## config.mk

```make
export PLATFORM = sky130hd
export DESIGN_NAME = multicycle_control
export DESIGN_NICKNAME = d
export VERILOG_FILES = /design/src/rtl/multicycle_control.sv
export SDC_FILE = /design/constraint.sdc
export NUM_CORES = 1
export LEC_CHECK = 0
export ABC_AREA = 1
export CORE_AREA = 2 2 76 78
export CTS_CLUSTER_DIAMETER = 200
export DETAILED_ROUTE_END_ITERATION = 12
export DIE_AREA = 0 0 78 80
export PLACE_DENSITY = 0.79
export SYNTH_ARGS = -nofsm -noshare
export SYNTH_HDL_FRONTEND = slang
export SYNTH_SLANG_ARGS = --single-unit
```

## constraint.sdc

```tcl
create_clock -name clk -period 2.07 [get_ports clk]
set_clock_uncertainty 0.2 [all_clocks]
set_input_delay 0.3105 -clock clk [delete_from_list [all_inputs] [get_ports clk]]
set_output_delay 0.3105 -clock clk [all_outputs]
set_load 0.02 [all_outputs]
```

## src/rtl/multicycle_control.sv

```systemverilog
// Multi-cycle MIPS control FSM: sequences the shared datapath per opcode,
// stalls on the memory handshake and counts retired instructions.
module multicycle_control #(
  parameter bit MEM_HANDSHAKE = 1'b1,
  parameter int CNT_W         = 32
) (
  input  logic             clk,
  input  logic             reset,
  input  logic [5:0]       instruction,
  input  logic [5:0]       instruction_2,
  input  logic             zero,
  input  logic             mem_ready,
  output logic             PCWrite,
  output logic             PCWriteCond,
  output logic             IorD,
  output logic             MemRead,
  output logic             MemWrite,
  output logic             IRWrite,
  output logic             MemtoReg,
  output logic             RegDst,
  output logic             RegWrite,
  output logic             ALUSrcA,
  output logic [1:0]       ALUSrcB,
  output logic [3:0]       AluControl,
  output logic [1:0]       PCSource,
  output logic             illegal_op,
  output logic [CNT_W-1:0] instr_count
);

  localparam logic [5:0] OP_R    = 6'b000000;
  localparam logic [5:0] OP_LW   = 6'b100011;
  localparam logic [5:0] OP_SW   = 6'b101011;
  localparam logic [5:0] OP_BEQ  = 6'b000100;
  localparam logic [5:0] OP_J    = 6'b000010;
  localparam logic [5:0] OP_ADDI = 6'b001000;

  localparam logic [5:0] FN_ADD = 6'b100000;
  localparam logic [5:0] FN_SUB = 6'b100010;
  localparam logic [5:0] FN_AND = 6'b100100;
  localparam logic [5:0] FN_OR  = 6'b100101;
  localparam logic [5:0] FN_SLT = 6'b101010;

  localparam logic [3:0] ALU_ADD = 4'b0010;
  localparam logic [3:0] ALU_SUB = 4'b0110;
  localparam logic [3:0] ALU_AND = 4'b0000;
  localparam logic [3:0] ALU_OR  = 4'b0001;
  localparam logic [3:0] ALU_SLT = 4'b0111;

  typedef enum logic [3:0] {
    S_FETCH  = 4'd0,
    S_DECODE = 4'd1,
    S_MEMADR = 4'd2,
    S_MEMRD  = 4'd3,
    S_MEMWB  = 4'd4,
    S_MEMWR  = 4'd5,
    S_EXEC   = 4'd6,
    S_ALUWB  = 4'd7,
    S_ADDIEX = 4'd8,
    S_ADDIWB = 4'd9,
    S_BRANCH = 4'd10,
    S_JUMP   = 4'd11
  } state_t;

  state_t           r_state;
  state_t           w_next;
  logic [CNT_W-1:0] r_cnt;

  logic       w_ready;
  logic       w_is_r;
  logic       w_is_mem;
  logic       w_is_lw;
  logic       w_is_beq;
  logic       w_is_j;
  logic       w_is_addi;
  logic       w_fn_ok;
  logic       w_illegal;
  logic       w_retire;
  logic [3:0] w_alu_fn;

  assign w_ready   = MEM_HANDSHAKE ? mem_ready : 1'b1;
  assign w_is_r    = (instruction == OP_R);
  assign w_is_lw   = (instruction == OP_LW);
  assign w_is_mem  = w_is_lw || (instruction == OP_SW);
  assign w_is_beq  = (instruction == OP_BEQ);
  assign w_is_j    = (instruction == OP_J);
  assign w_is_addi = (instruction == OP_ADDI);

  always_comb begin
    w_fn_ok  = 1'b1;
    w_alu_fn = ALU_ADD;
    case (instruction_2)
      FN_ADD:  w_alu_fn = ALU_ADD;
      FN_SUB:  w_alu_fn = ALU_SUB;
      FN_AND:  w_alu_fn = ALU_AND;
      FN_OR:   w_alu_fn = ALU_OR;
      FN_SLT:  w_alu_fn = ALU_SLT;
      default: w_fn_ok  = 1'b0;
    endcase
  end

  assign w_illegal = !((w_is_r && w_fn_ok) || w_is_mem || w_is_beq
                       || w_is_j || w_is_addi);

  always_ff @(posedge clk) begin
    if (reset) r_state <= S_FETCH;
    else       r_state <= w_next;
  end

  always_comb begin
    w_next = S_FETCH;
    case (r_state)
      S_FETCH:  w_next = w_ready ? S_DECODE : S_FETCH;
      S_DECODE: begin
        unique case (1'b1)
          w_is_r && w_fn_ok: w_next = S_EXEC;
          w_is_mem:          w_next = S_MEMADR;
          w_is_beq:          w_next = S_BRANCH;
          w_is_j:            w_next = S_JUMP;
          w_is_addi:         w_next = S_ADDIEX;
          default:           w_next = S_FETCH;
        endcase
      end
      S_MEMADR: w_next = w_is_lw ? S_MEMRD : S_MEMWR;
      S_MEMRD:  w_next = w_ready ? S_MEMWB : S_MEMRD;
      S_MEMWR:  w_next = w_ready ? S_FETCH : S_MEMWR;
      S_EXEC:   w_next = S_ALUWB;
      S_ADDIEX: w_next = S_ADDIWB;
      default:  w_next = S_FETCH;
    endcase
  end

  // Retire on the last cycle of an instruction; illegal ops never get here
  assign w_retire = (r_state == S_MEMWB) || (r_state == S_ALUWB)
                 || (r_state == S_ADDIWB) || (r_state == S_BRANCH)
                 || (r_state == S_JUMP)
                 || ((r_state == S_MEMWR) && w_ready);

  always_ff @(posedge clk) begin
    if (reset)         r_cnt <= '0;
    else if (w_retire) r_cnt <= r_cnt + CNT_W'(1);
  end

  assign instr_count = r_cnt;

  always_comb begin
    PCWrite     = 1'b0;
    PCWriteCond = 1'b0;
    IorD        = 1'b0;
    MemRead     = 1'b0;
    MemWrite    = 1'b0;
    IRWrite     = 1'b0;
    MemtoReg    = 1'b0;
    RegDst      = 1'b0;
    RegWrite    = 1'b0;
    ALUSrcA     = 1'b0;
    ALUSrcB     = 2'b00;
    AluControl  = 4'b0000;
    PCSource    = 2'b00;
    illegal_op  = 1'b0;
    if (reset) begin
      AluControl = ALU_ADD;
    end else begin
      case (r_state)
        S_FETCH: begin
          MemRead    = 1'b1;
          ALUSrcB    = 2'b01;
          AluControl = ALU_ADD;
          IRWrite    = w_ready;
          PCWrite    = w_ready;
        end
        S_DECODE: begin
          ALUSrcB    = 2'b11;
          AluControl = ALU_ADD;
          illegal_op = w_illegal;
        end
        S_MEMADR, S_ADDIEX: begin
          ALUSrcA    = 1'b1;
          ALUSrcB    = 2'b10;
          AluControl = ALU_ADD;
        end
        S_MEMRD: begin
          MemRead = 1'b1;
          IorD    = 1'b1;
        end
        S_MEMWB: begin
          RegWrite = 1'b1;
          MemtoReg = 1'b1;
        end
        S_MEMWR: begin
          MemWrite = 1'b1;
          IorD     = 1'b1;
        end
        S_EXEC: begin
          ALUSrcA    = 1'b1;
          AluControl = w_alu_fn;
        end
        S_ALUWB: begin
          RegWrite = 1'b1;
          RegDst   = 1'b1;
        end
        S_ADDIWB: RegWrite = 1'b1;
        S_BRANCH: begin
          ALUSrcA     = 1'b1;
          AluControl  = ALU_SUB;
          PCWriteCond = 1'b1;
          PCSource    = 2'b01;
        end
        S_JUMP: begin
          PCWrite  = 1'b1;
          PCSource = 2'b10;
        end
        default: ;
      endcase
    end
  end

  logic w_unused;
  assign w_unused = zero;

endmodule

```

Yosys cells after proc, flatten, opt, wreduce, memory -nomap -nowiden
Cells that the tools add are included.

storage, ports and cells
  register bits after elaboration = 36
  bits in latches = 0
  bits in writable memories = 0
  ROM bits = 0
  bits of input ports = 16
  output and inout bits = 51
  logic and storage cells = 82
  memories kept = 0

cells by class
  add/subtract/negate cells = 1
  multipliers = 0
  div/mod/pow operators = 0
  magnitude comparators = 0
  equality and inequality tests = 21
  shift operators = 0
  mux-type cells = 36
  bitwise operators = 0
  reduce and logical (&&, ||, !) cells = 22

operators with widths
  operator                 count
  $eq A6 B6 Y1 const B     7
  $add A32 B1 Y32 const B  1
  $pmux W4 S7              1
  $mux W1                  23
  $pmux W4 S5              1
  $eq A4 B3 Y1 const B     4
  $eq A4 B4 Y1 const B     4
  $pmux W3 S4              1
  $pmux W4 S3              1
  $logic_or A1 B1 Y1       10
  $mux W3                  3
  $eq A4 B2 Y1 const B     2
  $reduce_or A4 Y1         2
  $eq A6 B2 Y1 const B     1
  $eq A6 B3 Y1 const B     1
  $eq A6 B4 Y1 const B     1
  $logic_not A6 Y1         1
  $pmux W2 S3              1
  $reduce_or A2 Y1         3
  $reduce_or A5 Y1         1
  $eq A4 B1 Y1 const B     1
  $logic_not A4 Y1         1
  $mux W2                  2
  $mux W4                  1
  other kinds (5)          6

Longest topological paths before layout
  depth in word-level cells = 11
  mapped depth = 11
  gate-level depth less buffers = 10

Worst setup path before layout
OpenSTA, ideal clock, no wires.

  kind = register to output
  start point = register r_state[2]
  end point = output port AluControl[0]
  arrival time = 1.331 ns
  required time = 1.559 ns
  path slack = 0.228 ns
  stages on the path, launching flop included = 5
  path buffers = 0
  cells stage by stage = dfxtp_1 > inv_1 > nor2_2 > nand3_1 > o32ai_1

between the ends
  word-level cells in the longest chain between the ends = 4
  elaborated cells on any way between the ends = 9
  those cells by class = eq/ne: 5; mux: 2; reduce/logical: 2

ends and longest elaborated chain
  element                               line  source
  start, declared                       64    state_t r_state;
  start signal, assigned                106   else r_state <= w_next;
  $eq A4 B1 Y1 (tied with other cells)  163   case (r_state)
  $reduce_or A4 Y1 (no source line)     n/a
  $pmux W4 S3 (*)                       163
  $mux W4 (*)                           160   if (reset) begin
  end, declared                         24    output logic [3:0] AluControl,

Every way passes the cells marked *; elsewhere a longest branch is shown, timed or not.

Worst setup path in the final report
  start point = register r_state[0]
  end point = output port AluControl[1]

Same word-level chain as after synthesis.

==> out/qor.yml <==
place.port_buffers: 64
die_area_sq_um: 6240
overflow: 0
path_delay_family: "simple AND/OR/NAND/NOR gates"
startpoint: "r_state[0]$_SDFF_PP0_"
report.final.setup_viol: 0
post-synth-top-area-fraction: 0.277
place_worst_setup_slack_ps: -494
num-fill-cells: 502
clock_sinks: 36
timing_max_transition_violations_final: 0
first_global_vias: 2908
min-delay-start: "instr_count[31]$_SDFFE_PP0P_"
avgViaCountPerCell: 4.98
grt_first_pass_wirelength_um: 12500
synth-seq-cells: 36
synthesis.area_per_instance_sq_um: 5.50
drcViolationCount: 0
syn_area_sq_um: 2600
cts-root-buf: "clkbuf_8"
fp.coreArea_sq_um: 5410
finalPower_mw: 1.47
critPathCaptureType: "output pin"
critical_path_max_stage_delay_ps: 360
maxCapViolCount: 0
numCtsBuffers: 5
critical_path.most_common_cell: "nand2_1"
finalCriticalPeriod_ps: 2040
net_switching_power_mw: 0.351
gpl.final_weighted_congestion: 0.928
seq_total_area_yosys: 0.277
crit_required_ps: 1560
run_status: "finished clean"
irDropWorstVdd_mv: 0.289
synthTopCellsByArea: "dfxtp_1 28%, nand2_1 23%, nor2_1 15%"
rsz0062_at_grt: "yes"
timing.final.ws_setup_ps: 29.1
syn_to_final_growth_pct: 42.3
postPlaceCellArea_sq_um: 3530
multi_input_area_sq_um: 1690
clk-insertion-delay-late_ps: 290
ctsHoldBuffers: 0
hold_viol_final: 0
ff_latch_area_sq_um: 736
arrival_time_reported_for_the_critical_path_endpoint_ps: 1530
hpwlAfterDp_um: 5850
cts_tree: "done"
worst_setup_hold_path_clk_slew_ps: 80
first_pass_iters: 6
static_leak_nw: 1.53
finish.utilization: 0.686
internal_power_consumption_mw: 1.12
combinational_share_of_power: 0.109
initial_utilization: 0.482
hold_path_class: "reg -> reg"
finish.instance_area_sq_um: 3710
cts-root-to-sink-buffers: 2
grt_start_max_net_pins: 39
nets: 587
post-route-period-util: 0.986
pwr-share-clk: 0.420
yosysWarningCount: 0
postRouteAntennaNets: 0
critPathLaunchType: "flip-flop"
worst-setup-path-type: "reg -> out"
fmax_ghz: 0.490
chip_width_um: 78
power_share_of_the_sequential_group: 0.471
drt-wirelength-per-cell_um: 11.7
slowest_stage: "dfxtp_4"
layout_cells_sized_above_1: 0.163
synth_nets: 491
design.portCount: 67
crit_buf_inv: 2
synth_cell_type_count: 28
timing.critical_path.cells: "inv_1 -> nand2_1 -> nor2_2 -> nor2_4 -> nand2_1 -> nor2_1 -> nand3_1 -> buf_2"
chipHeight_um: 80
dr.first_iter.drc_count: 228
critPathMaxFanout: 3
wl_um: 7520
vias: 3201
cts.htree.levels: 2
global_route.usage.total: 0.246
rows: 27
diodes: 0
power.density_cell_area_nw_per_um2: 397
setup_tns_ps: 0
synth_top_cell_by_area: "dfxtp_1"
regToRegStartpoint: "instr_count[0]$_SDFFE_PP0P_"
grt_antenna_before_repair: 0
synth_cells: 474
switching_share: 0.238
[area by class of cell]
type,count,share of cell area
multi-input cells,370,0.457
clock buffers,6,0.0196
inverters,55,0.0564
clock inverters,2,0.00945
repair buffers,102,0.235
well taps,72,0.0243
flip-flops and latches,36,0.199
[layer usage]
layer | track usage | wire length [um]
met5 | 0 | 0
met3 | 0.0452 | 410
met1 | 0.272 | 3070
met2 | 0.472 | 3890
met4 | 0.0772 | 147
[synth_stat cells]
cell type	number
nand2_1	163
nor2_1	106
inv_1	52
dfxtp_1	36
nand3_1	32
a21oi_1	25
nand4_1	10
nor3_1	6
xor2_1	6
nor2_2	5
clkbuf_1	4
o21ai_0	4
buf_4	3
buf_6	3
a31oi_1	2
buf_2	2
inv_2	2
nand3b_1	2
xnor2_1	2
a211oi_1	1
buf_1	1
clkinv_1	1
conb_1	1
ha_1	1
nand2_2	1
nand3_2	1
o211ai_1	1
o32ai_1	1
[cells in the final DEF, fill, tap and decap left out, types with 3 or more instances in the layout]
master,Yosys,layout
nor3_1,6,5
clkbuf_8,0,5
nor2_4,0,7
dfxtp_4,0,4
buf_4,3,41
dlygate4sd2_1,0,4
nand3_1,32,30
nor2_1,106,95
nand4_1,10,10
dfxtp_1,36,32
inv_2,2,3
xor2_1,6,6
a21oi_1,25,25
dlymetal6s2s_1,0,3
inv_1,52,50
buf_2,2,8
clkbuf_2,0,4
nand2_1,163,162
clkdlybuf4s50_1,0,40
nor2_2,5,9
[worst register-to-register path, stage by stage (launching register included)]
cell and delay, ps:
dfxtp_1 380, ha_1 290, nand3_1 180, nand3b_1 250, nor2_4 190, nand3_1 100, nand2_1 80, nand2_1 50
nor2_1 90
[per-stage QoR]
stage	hold WS [ps]	std cells
2_1_floorplan	330	474
3_3_place_gp	288	633
3_5_place_dp	300	633
4_1_cts	312	641
5_1_grt	341	643
6_report	317	643
[worst paths after layout]
kind | endpoint | depth (start not counted) | slack, ps
hold reg to reg | instr_count[31]$_SDFFE_PP0P_ | 2 | 320
hold / removal | instr_count[31]$_SDFFE_PP0P_ | 2 | 320
setup reg to reg | instr_count[20]$_SDFFE_PP0P_ | 8 | 200
setup / recovery | AluControl[1] | 8 | 30
[registers in the layout, summed over array words and instances (netlist names)]
name / count
r_state: 4
instr_count: 32
[timing repair]
| action | 4_1_cts | 5_1_grt |
|---|---|---|
| pin swaps | 1 | 7 |
| setup endpoints to repair | 18 | 18 |
| buffers inserted | 0 | 2 |
| resized for setup | 68 | 48 |
[power groups by stage]
stage | clock [mW] | combinational [mW] | sequential [mW]
floorplan | 0 | 0.0698 | 0.712
global placement | 0 | 0.158 | 0.712
detailed placement | 0 | 0.160 | 0.712
CTS | 0.628 | 0.157 | 0.696
global route | 0.662 | 0.176 | 0.693
finish | 0.618 | 0.160 | 0.693
[cells by family after synthesis]
family                   Yosys count  synth area share
other                              1           0.00144
AND/OR/NAND/NOR                  326             0.509
AO/OA/AOI/OAI                     34            0.0696
flip-flops                        36             0.277
adder cells (fa/ha/maj)            1           0.00480
buffers and inverters             68             0.112
XOR/XNOR                           8            0.0269
No activity file was read; power rests on OpenSTA's default activity.
